===== src/rtl/add_seq_n.sv =====
// Multi-cycle N-bit adder: adds K bits per clock with a registered carry between
// chunks, supports unsigned and two's-complement overflow, start/ready handshake.
module add_seq_n #(
  parameter int N = 8,
  parameter int K = 4
) (
  input  logic         clk_i,
  input  logic         rst_i,
  input  logic         start_i,
  input  logic         sign_i,
  input  logic [N-1:0] data0_i,
  input  logic [N-1:0] data1_i,
  output logic         ready_o,
  output logic         valid_o,
  output logic [N-1:0] data_o,
  output logic         over_o
);

  localparam int NC  = N / K;
  localparam int JW  = (NC > 1) ? $clog2(NC) : 1;
  localparam int KW1 = K + 1;

  localparam logic [1:0] S_IDLE = 2'd0;
  localparam logic [1:0] S_RUN  = 2'd1;
  localparam logic [1:0] S_DONE = 2'd2;

  localparam logic [N-1:0]  CHUNK_MASK = {N{1'b1}} >> (N - K);
  localparam logic [JW-1:0] J_LAST     = JW'(NC - 1);

  logic [1:0]    state_q, state_d;
  logic [N-1:0]  a_q, a_d;
  logic [N-1:0]  b_q, b_d;
  logic          sign_q, sign_d;
  logic          carry_q, carry_d;
  logic [JW-1:0] j_q, j_d;
  logic [N-1:0]  data_q, data_d;
  logic          over_q, over_d;

  logic [31:0]   shamt;
  logic [K-1:0]  a_chunk, b_chunk;
  logic [K:0]    sum_c;

  // Chunk j occupies bits [j*K +: K]; shifting keeps the select legal for any K.
  assign shamt   = 32'(j_q) * 32'(K);
  assign a_chunk = K'(a_q >> shamt);
  assign b_chunk = K'(b_q >> shamt);
  assign sum_c   = {1'b0, a_chunk} + {1'b0, b_chunk} + KW1'(carry_q);

  // NOTE: every next-state signal gets its hold value first so no path leaves it unassigned (no latch).
  always_comb begin
    state_d = state_q;
    a_d     = a_q;
    b_d     = b_q;
    sign_d  = sign_q;
    carry_d = carry_q;
    j_d     = j_q;
    data_d  = data_q;
    over_d  = over_q;
    case (state_q)
      S_IDLE: begin
        if (start_i) begin
          a_d     = data0_i;
          b_d     = data1_i;
          sign_d  = sign_i;
          carry_d = 1'b0;
          j_d     = '0;
          state_d = S_RUN;
        end
      end
      S_RUN: begin
        data_d  = (data_q & ~(CHUNK_MASK << shamt)) | (N'(sum_c[K-1:0]) << shamt);
        carry_d = sum_c[K];
        if (j_q == J_LAST) begin
          // sum_c[K-1] is result bit N-1 on the last chunk.
          over_d  = sign_q ? ((a_q[N-1] == b_q[N-1]) && (sum_c[K-1] != a_q[N-1]))
                           : sum_c[K];
          state_d = S_DONE;
        end else begin
          j_d = j_q + JW'(1);
        end
      end
      S_DONE:  state_d = S_IDLE;
      default: state_d = S_IDLE;
    endcase
  end

  // NOTE: sequential state uses non-blocking assignments so all registers update together.
  always_ff @(posedge clk_i) begin
    if (rst_i) begin
      state_q <= S_IDLE;
      a_q     <= '0;
      b_q     <= '0;
      sign_q  <= 1'b0;
      carry_q <= 1'b0;
      j_q     <= '0;
      data_q  <= '0;
      over_q  <= 1'b0;
    end else begin
      state_q <= state_d;
      a_q     <= a_d;
      b_q     <= b_d;
      sign_q  <= sign_d;
      carry_q <= carry_d;
      j_q     <= j_d;
      data_q  <= data_d;
      over_q  <= over_d;
    end
  end

  assign ready_o = (state_q == S_IDLE);
  assign valid_o = (state_q == S_DONE);
  assign data_o  = data_q;
  assign over_o  = over_q;

endmodule


===== config.mk =====
export PLATFORM = sky130hd
export DESIGN_NAME = add_seq_n
export DESIGN_NICKNAME = d
export VERILOG_FILES = /design/src/rtl/add_seq_n.sv
export SDC_FILE = /design/constraint.sdc
export NUM_CORES = 1
export LEC_CHECK = 0
export ABC_AREA = 1
export CAP_MARGIN = 30
export CORE_UTILIZATION = 53
export DETAILED_ROUTE_END_ITERATION = 10
export GPL_TIMING_DRIVEN = 1
export PLACE_DENSITY = 0.83
export SYNTH_ARGS = -nofsm -noshare
export SYNTH_HDL_FRONTEND = slang
export SYNTH_SLANG_ARGS = --single-unit

===== constraint.sdc =====
create_clock -name clk_i -period 4.8 [get_ports clk_i]
set_clock_uncertainty 0.15 [all_clocks]
set_input_delay 0.48 -clock clk_i [delete_from_list [all_inputs] [get_ports clk_i]]
set_output_delay 0.48 -clock clk_i [all_outputs]
set_load 0.01 [all_outputs]

==> flow_summary.ini, run 1 <==
[min_path]
whs_path_depth = 2
hold_path.class = reg2reg

[timing]
fin_tns_setup_ns = 0
fin_crit_sh_pct = 55.3
fmax_mhz = 377
tightest_slew_ns = 0.466
rsz0062_at_grt = no
fin_crit_ns = 2.65
final_max_slew_viol_count = 0
hold_viol_final = 0
setup_viol = 0
timing.hold.ws_ns = 0.319
slew_headroom_pct = 68.9

[clocking]
clock_path_buffers = 2
cts_root_buf = clkbuf_4
cts_tree = yes
cts.clk_slew.worst_paths_ns = 0.09
cts_resized = 0
post-cts-setup-buffers = 0
cts_hold_buf = 0
insertion_delay_ns = 0.33
cts_buffers = 5
htree_levels = 2
cts_num_sinks = 30

[synthesis]
async_reset_ff_share_pct = 0
seq_area_frac_synth_pct = 42.7
synth_flop_cell = dfxtp_1
synth_edf_count = 0
netlist.top_cell.by_area = dfxtp_1
synth_top_family_by_area = simple AND/OR/NAND/NOR gates
yosys.cell_count.top_type = nand2_1
postSynthCellCount = 184
synth_xor_area_share_pct = 0.623
synth_top_cell_area_share_pct = 42.7
synth_compound_area_share_pct = 15.2
synth.distinct_cells = 27
synthTopCellsByArea = dfxtp_1 (43%), nand2_1 (9.9%), nor2_1 (8.0%)
synthMuxAreaShare_pct = 0
synthSimpleGateAreaFrac_pct = 26.8
synth_warnings = 0
synth_top_cells_by_count = nand2_1 (37), dfxtp_1 (30), nor2_1 (30)
synthAdderAreaFrac_pct = 5.52
synth.avg_cell_area_um2 = 7.64
ys_ff_latch = 30
netlist_area_mm2 = 0.00141
syn-num-nets = 209

[layout]
finalNetCount = 239
areaGrowthSynthToFinish_pct = 23.2
drive_above_1_share_pct = 7.94
fillCellCount = 211
num_antenna_cells = 0

[placed_design]
hpwlAfterDp_um = 2060
port_buffers = 30
gp_congestion = 0.879

[setup_path]
cp_common_cell = a21oi_1
path_class = reg2reg
r2r_setup_slack_ns = 2.15
critPathTopFamily = adder cells
cp.required_ns = 4.87
path_cells = inv_1, nand2_1, nand2_1, fa_1, fa_1, a21oi_1, o21bai_1, a21oi_1, a21oi_1
slowest_stage = dfxtp_1
cp_num_buf_inv = 1
r2r_cells = 9
crit_arrival_ns = 2.73
reg2reg_from = j_q
timing.rr.end = over_o
worst-path-max-fanout = 14
max_stage_delay_ns = 0.53
end_kind = flip-flop
cp-start-kind = flip-flop

[floorplanning]
core_region_area_mm2 = 0.00250
die_h_um = 53.5
die-area_mm2 = 0.00286
rows = 18
io_pins = 31
initial_utilization_pct = 56.2
die_width_um = 53.5

[grt]
grt_max_degree = 24
grt_pass1_vias = 1143
grt_pass1_wl_um = 4570
gr-total-overflow = 0
grt_usage_pct = 22.9
antenna_found_initial = 0

[detailed_routing]
drtIter0Drc = 16
first_pass_iters = 4
wl_per_cell_um = 11.3
wl_um = 2760
viasPerCell = 5.07
num_vias = 1236
drc = 0
ant_nets = 0

[pwr]
finalPower_mw = 0.535
ir_worst_vdd_mv = 0.226
p_leak_nw = 0.756
power.density_mw_per_mm2 = 309

[run]
drv_cap = 0

[status]
status = complete, no violations
[cells by family (layout without fill, tap and decap cells)]
| kind of cell | count (synthesis) | in the layout |
|---|---|---|
| buffers and inverters | 24 | 54 |
| AOI/OAI and AO/OA | 41 | 41 |
| adders and majority gates | 5 | 5 |
| and+or+nand+nor | 83 | 83 |
| xor gates and xnor gates | 1 | 1 |
| DFF | 30 | 30 |
[per-layer routing]
layer	GRT usage, %	vias to the layer above	part of all wire [%]
met2	38.3	28	49
met4	14.9	0	2.4
met3	6.03	6	4.1
met5	0	-	0
li1	-	648	-
met1	25.1	554	44
[tightest hold or removal path: cells and delay by family, from the launching register on]
kind / cells / cell delay, ns
flip-flops: 1 / 0.32
AO/OA/AOI/OAI: 1 / 0.05
AND/OR/NAND/NOR: 1 / 0.06
[placed cells by master (no fill, tap or decap)]
cell type        synthesis  layout
inv_2                    2       2
nand3_2                  2       2
a21oi_2                  1       1
fa_1                     2       2
dfxtp_1                 30      30
o21ai_1                  4       4
o21a_1                   1       1
clkinv_2                 1       1
nand2_1                 37      37
nand2_2                  1       1
nor2_8                   1       1
xor2_1                   1       1
inv_6                    1       1
a21oi_1                 16      16
inv_1                   13      13
nand3_1                  9       9
nand2_4                  2       2
nor2_4                   1       1
clkbuf_1                 2       2
nor2_1                  30      30
clkdlybuf4s50_1          0      30
o21ai_0                 18      18
clkbuf_4                 0       5
o21bai_1                 1       1
ha_1                     3       3
[per-stage QoR]
stage / instances / utilization (%) / area (µm²) / worst slack [ns]
after global placement: 237 / 67.4 / 1690 / 2.29
after detailed placement: 237 / 67.4 / 1690 / 2.18
final: 244 / 69.2 / 1730 / 2.15
after global routing: 244 / 69.2 / 1730 / 1.95
after CTS: 244 / 69.2 / 1730 / 2.17
after floorplan: 184 / - / 1410 / 2.42
[how the worst max path moves through the flow]
stage	cells after the start	endpoint	slack, ns	start
final	9	over_o	2.15	j_q
after global placement	9	over_o	2.29	j_q
after floorplan	11	over_o	2.42	j_q
after CTS	9	over_o	2.17	j_q
after global routing	9	over_o	1.95	j_q
after detailed placement	9	over_o	2.18	j_q
[power breakdown]
part | leakage, nW | switching [mW] | internal (mW) | total [mW]
Clock | 0.0254 | 0.0816 | 0.0551 | 0.137
Combinational | 0.484 | 0.0659 | 0.0528 | 0.119
Sequential | 0.247 | 0.0115 | 0.268 | 0.280
Total | 0.756 | 0.159 | 0.376 | 0.535
[cell type report]
cell class	instances	area (µm²)	area share, %
multi-input cells	130	677	39.1
flip-flops and latches	30	601	34.7
repair buffers	30	300	17.4
inverters	17	70.1	4.05
clock buffers	7	45.0	2.60
well taps	30	37.5	2.17
Power figures use the tool's default switching activity.
==> run 2, diff against run 1 <==
Settings changed: CORE_UTILIZATION 53 to 44, PLACE_DENSITY 0.83 to 0.74.
Clock period 4.8 ns to 2.14 ns, I/O delays scaled along.
==> run 2 against run 1 <==
- routed wire length fell by 2.1%
- cell count grew 7.8%
- utilization is 10 points lower
- largest cell class unchanged
- worst setup slack worse by 2.0 ns
- register-to-register slack worse by 2.0 ns
- sequential share of layout area down 1.2 points
- global-route usage shrank 3.9 points
- clock-buffer cell count unchanged
- worst hold slack got worse by 0.019 ns
- clock power grew to 2.6 times the previous value
==> flow_summary.ini, run 2 (synthesized netlist as in run 1, its figures left out) <==
[timing]
rsz0062_at_grt = no
fin_crit_ns = 2.00
slew_headroom_pct = 68.8
timing.hold.ws_ns = 0.300
setup_viol = 0
fin_crit_sh_pct = 93.6
fin_tns_setup_ns = 0
final_max_slew_viol_count = 0
fmax_mhz = 499
hold_viol_final = 0
tightest_slew_ns = 0.467

[floorplanning]
core_region_area_mm2 = 0.00305
initial_utilization_pct = 46.0
die_width_um = 58.5
die_h_um = 58.5
rows = 20
io_pins = 31
die-area_mm2 = 0.00342

[setup_path]
cp-start-kind = flip-flop
worst-path-max-fanout = 5
reg2reg_from = j_q
r2r_setup_slack_ns = 0.14
end_kind = flip-flop
cp.required_ns = 2.26
startpoint = j_q
path_class = reg2reg
crit_arrival_ns = 2.12

[clocking]
cts_resized = 0
cts.clk_slew.worst_paths_ns = 0.09
cts_hold_buf = 0
cts_root_buf = clkbuf_4
htree_levels = 2
cts_num_sinks = 30
cts_buffers = 5
clock_path_buffers = 2
insertion_delay_ns = 0.34
cts_tree = yes
post-cts-setup-buffers = 0

[detailed_routing]
wl_per_cell_um = 10.3
first_pass_iters = 4
num_vias = 1219
drc = 0
ant_nets = 0
drtIter0Drc = 39
wl_um = 2700
viasPerCell = 4.63

[min_path]
hold_path.class = in2reg
hold_start = data1_i[3]

[grt]
gr-total-overflow = 0
grt_max_degree = 24
grt_pass1_wl_um = 4790
antenna_found_initial = 0
grt_pass1_vias = 1171
grt_usage_pct = 19.0

[pwr]
power_frac_clock_pct = 28.1
power.density_mw_per_mm2 = 698
ir_worst_vdd_mv = 0.421
seq_power_share_pct = 49.7
swShare_pct = 29.4
power_switching_mw = 0.370
finalPower_mw = 1.26
p_leak_nw = 0.782
power.internal_mw = 0.888
power_frac_comb_pct = 22.3

[placed_design]
gp_congestion = 0.780
port_buffers = 30
hpwlAfterDp_um = 1980

[layout]
final_core_util_pct = 59.0
drive_above_1_share_pct = 12.3
layout_common_cells = nand2_1 (37), nor2_1 (30), clkdlybuf4s50_1 (30)
areaGrowthSynthToFinish_pct = 28.2
final_common_cell = nand2_1
num_antenna_cells = 0
finalNetCount = 243

[run]
drv_cap = 0

[status]
status = complete, no violations
## run 2: metrics by stage
| stage | setup slack, ns | instance area (µm²) | cells |
|---|---|---|---|
| after floorplan | 0.0118 | 1420 | 184 |
| after global placement | 0.113 | 1740 | 255 |
| after detailed placement | 0.0560 | 1740 | 255 |
| after CTS | 0.0395 | 1800 | 263 |
| after global routing | 0.0127 | 1800 | 263 |
| final | 0.137 | 1800 | 263 |
## run 2: layer usage
metal  up-vias  GRT usage [%]  wire (µm)
met5         -              0          0
met4         0           7.14         45
met3         6           8.13        143
met2        29           31.7       1230
met1       528           21.6       1280
li1        656              -          -
## run 2: layout make-up
class	count	area [µm²]
clock buffer	7	55.1
clock inverter	1	5.00
timing repair buffer	34	330
multi-input combinational	130	682
inverter	17	70.1
fill	302	1250
tap	44	55.1
sequential	30	604
## run 2: worst paths after layout
path / cells past startpoint / end
max: 8 / flip-flop
min: 3 / b_q[3]
max reg2reg: 8 / flip-flop
min reg2reg: 2 / flip-flop
## run 2: power groups by stage
| stage | Sequential (mW) | Clock (mW) | Combinational, mW |
|---|---|---|---|
| after floorplan | 0.636 | 0 | 0.192 |
| after global placement | 0.637 | 0 | 0.276 |
| after detailed placement | 0.638 | 0 | 0.280 |
| after CTS | 0.625 | 0.353 | 0.283 |
| after global routing | 0.631 | 0.385 | 0.316 |
| final | 0.625 | 0.353 | 0.280 |
## run 2: worst max-delay path, cell delays in order, from the launching register on
cell and delay (ns):
dfxtp_4 0.38, inv_2 0.05, nand2_1 0.05, nand2_1 0.07, fa_2 0.39, fa_2 0.37
xor2_1 0.19, nand3_1 0.11, a21oi_1 0.16
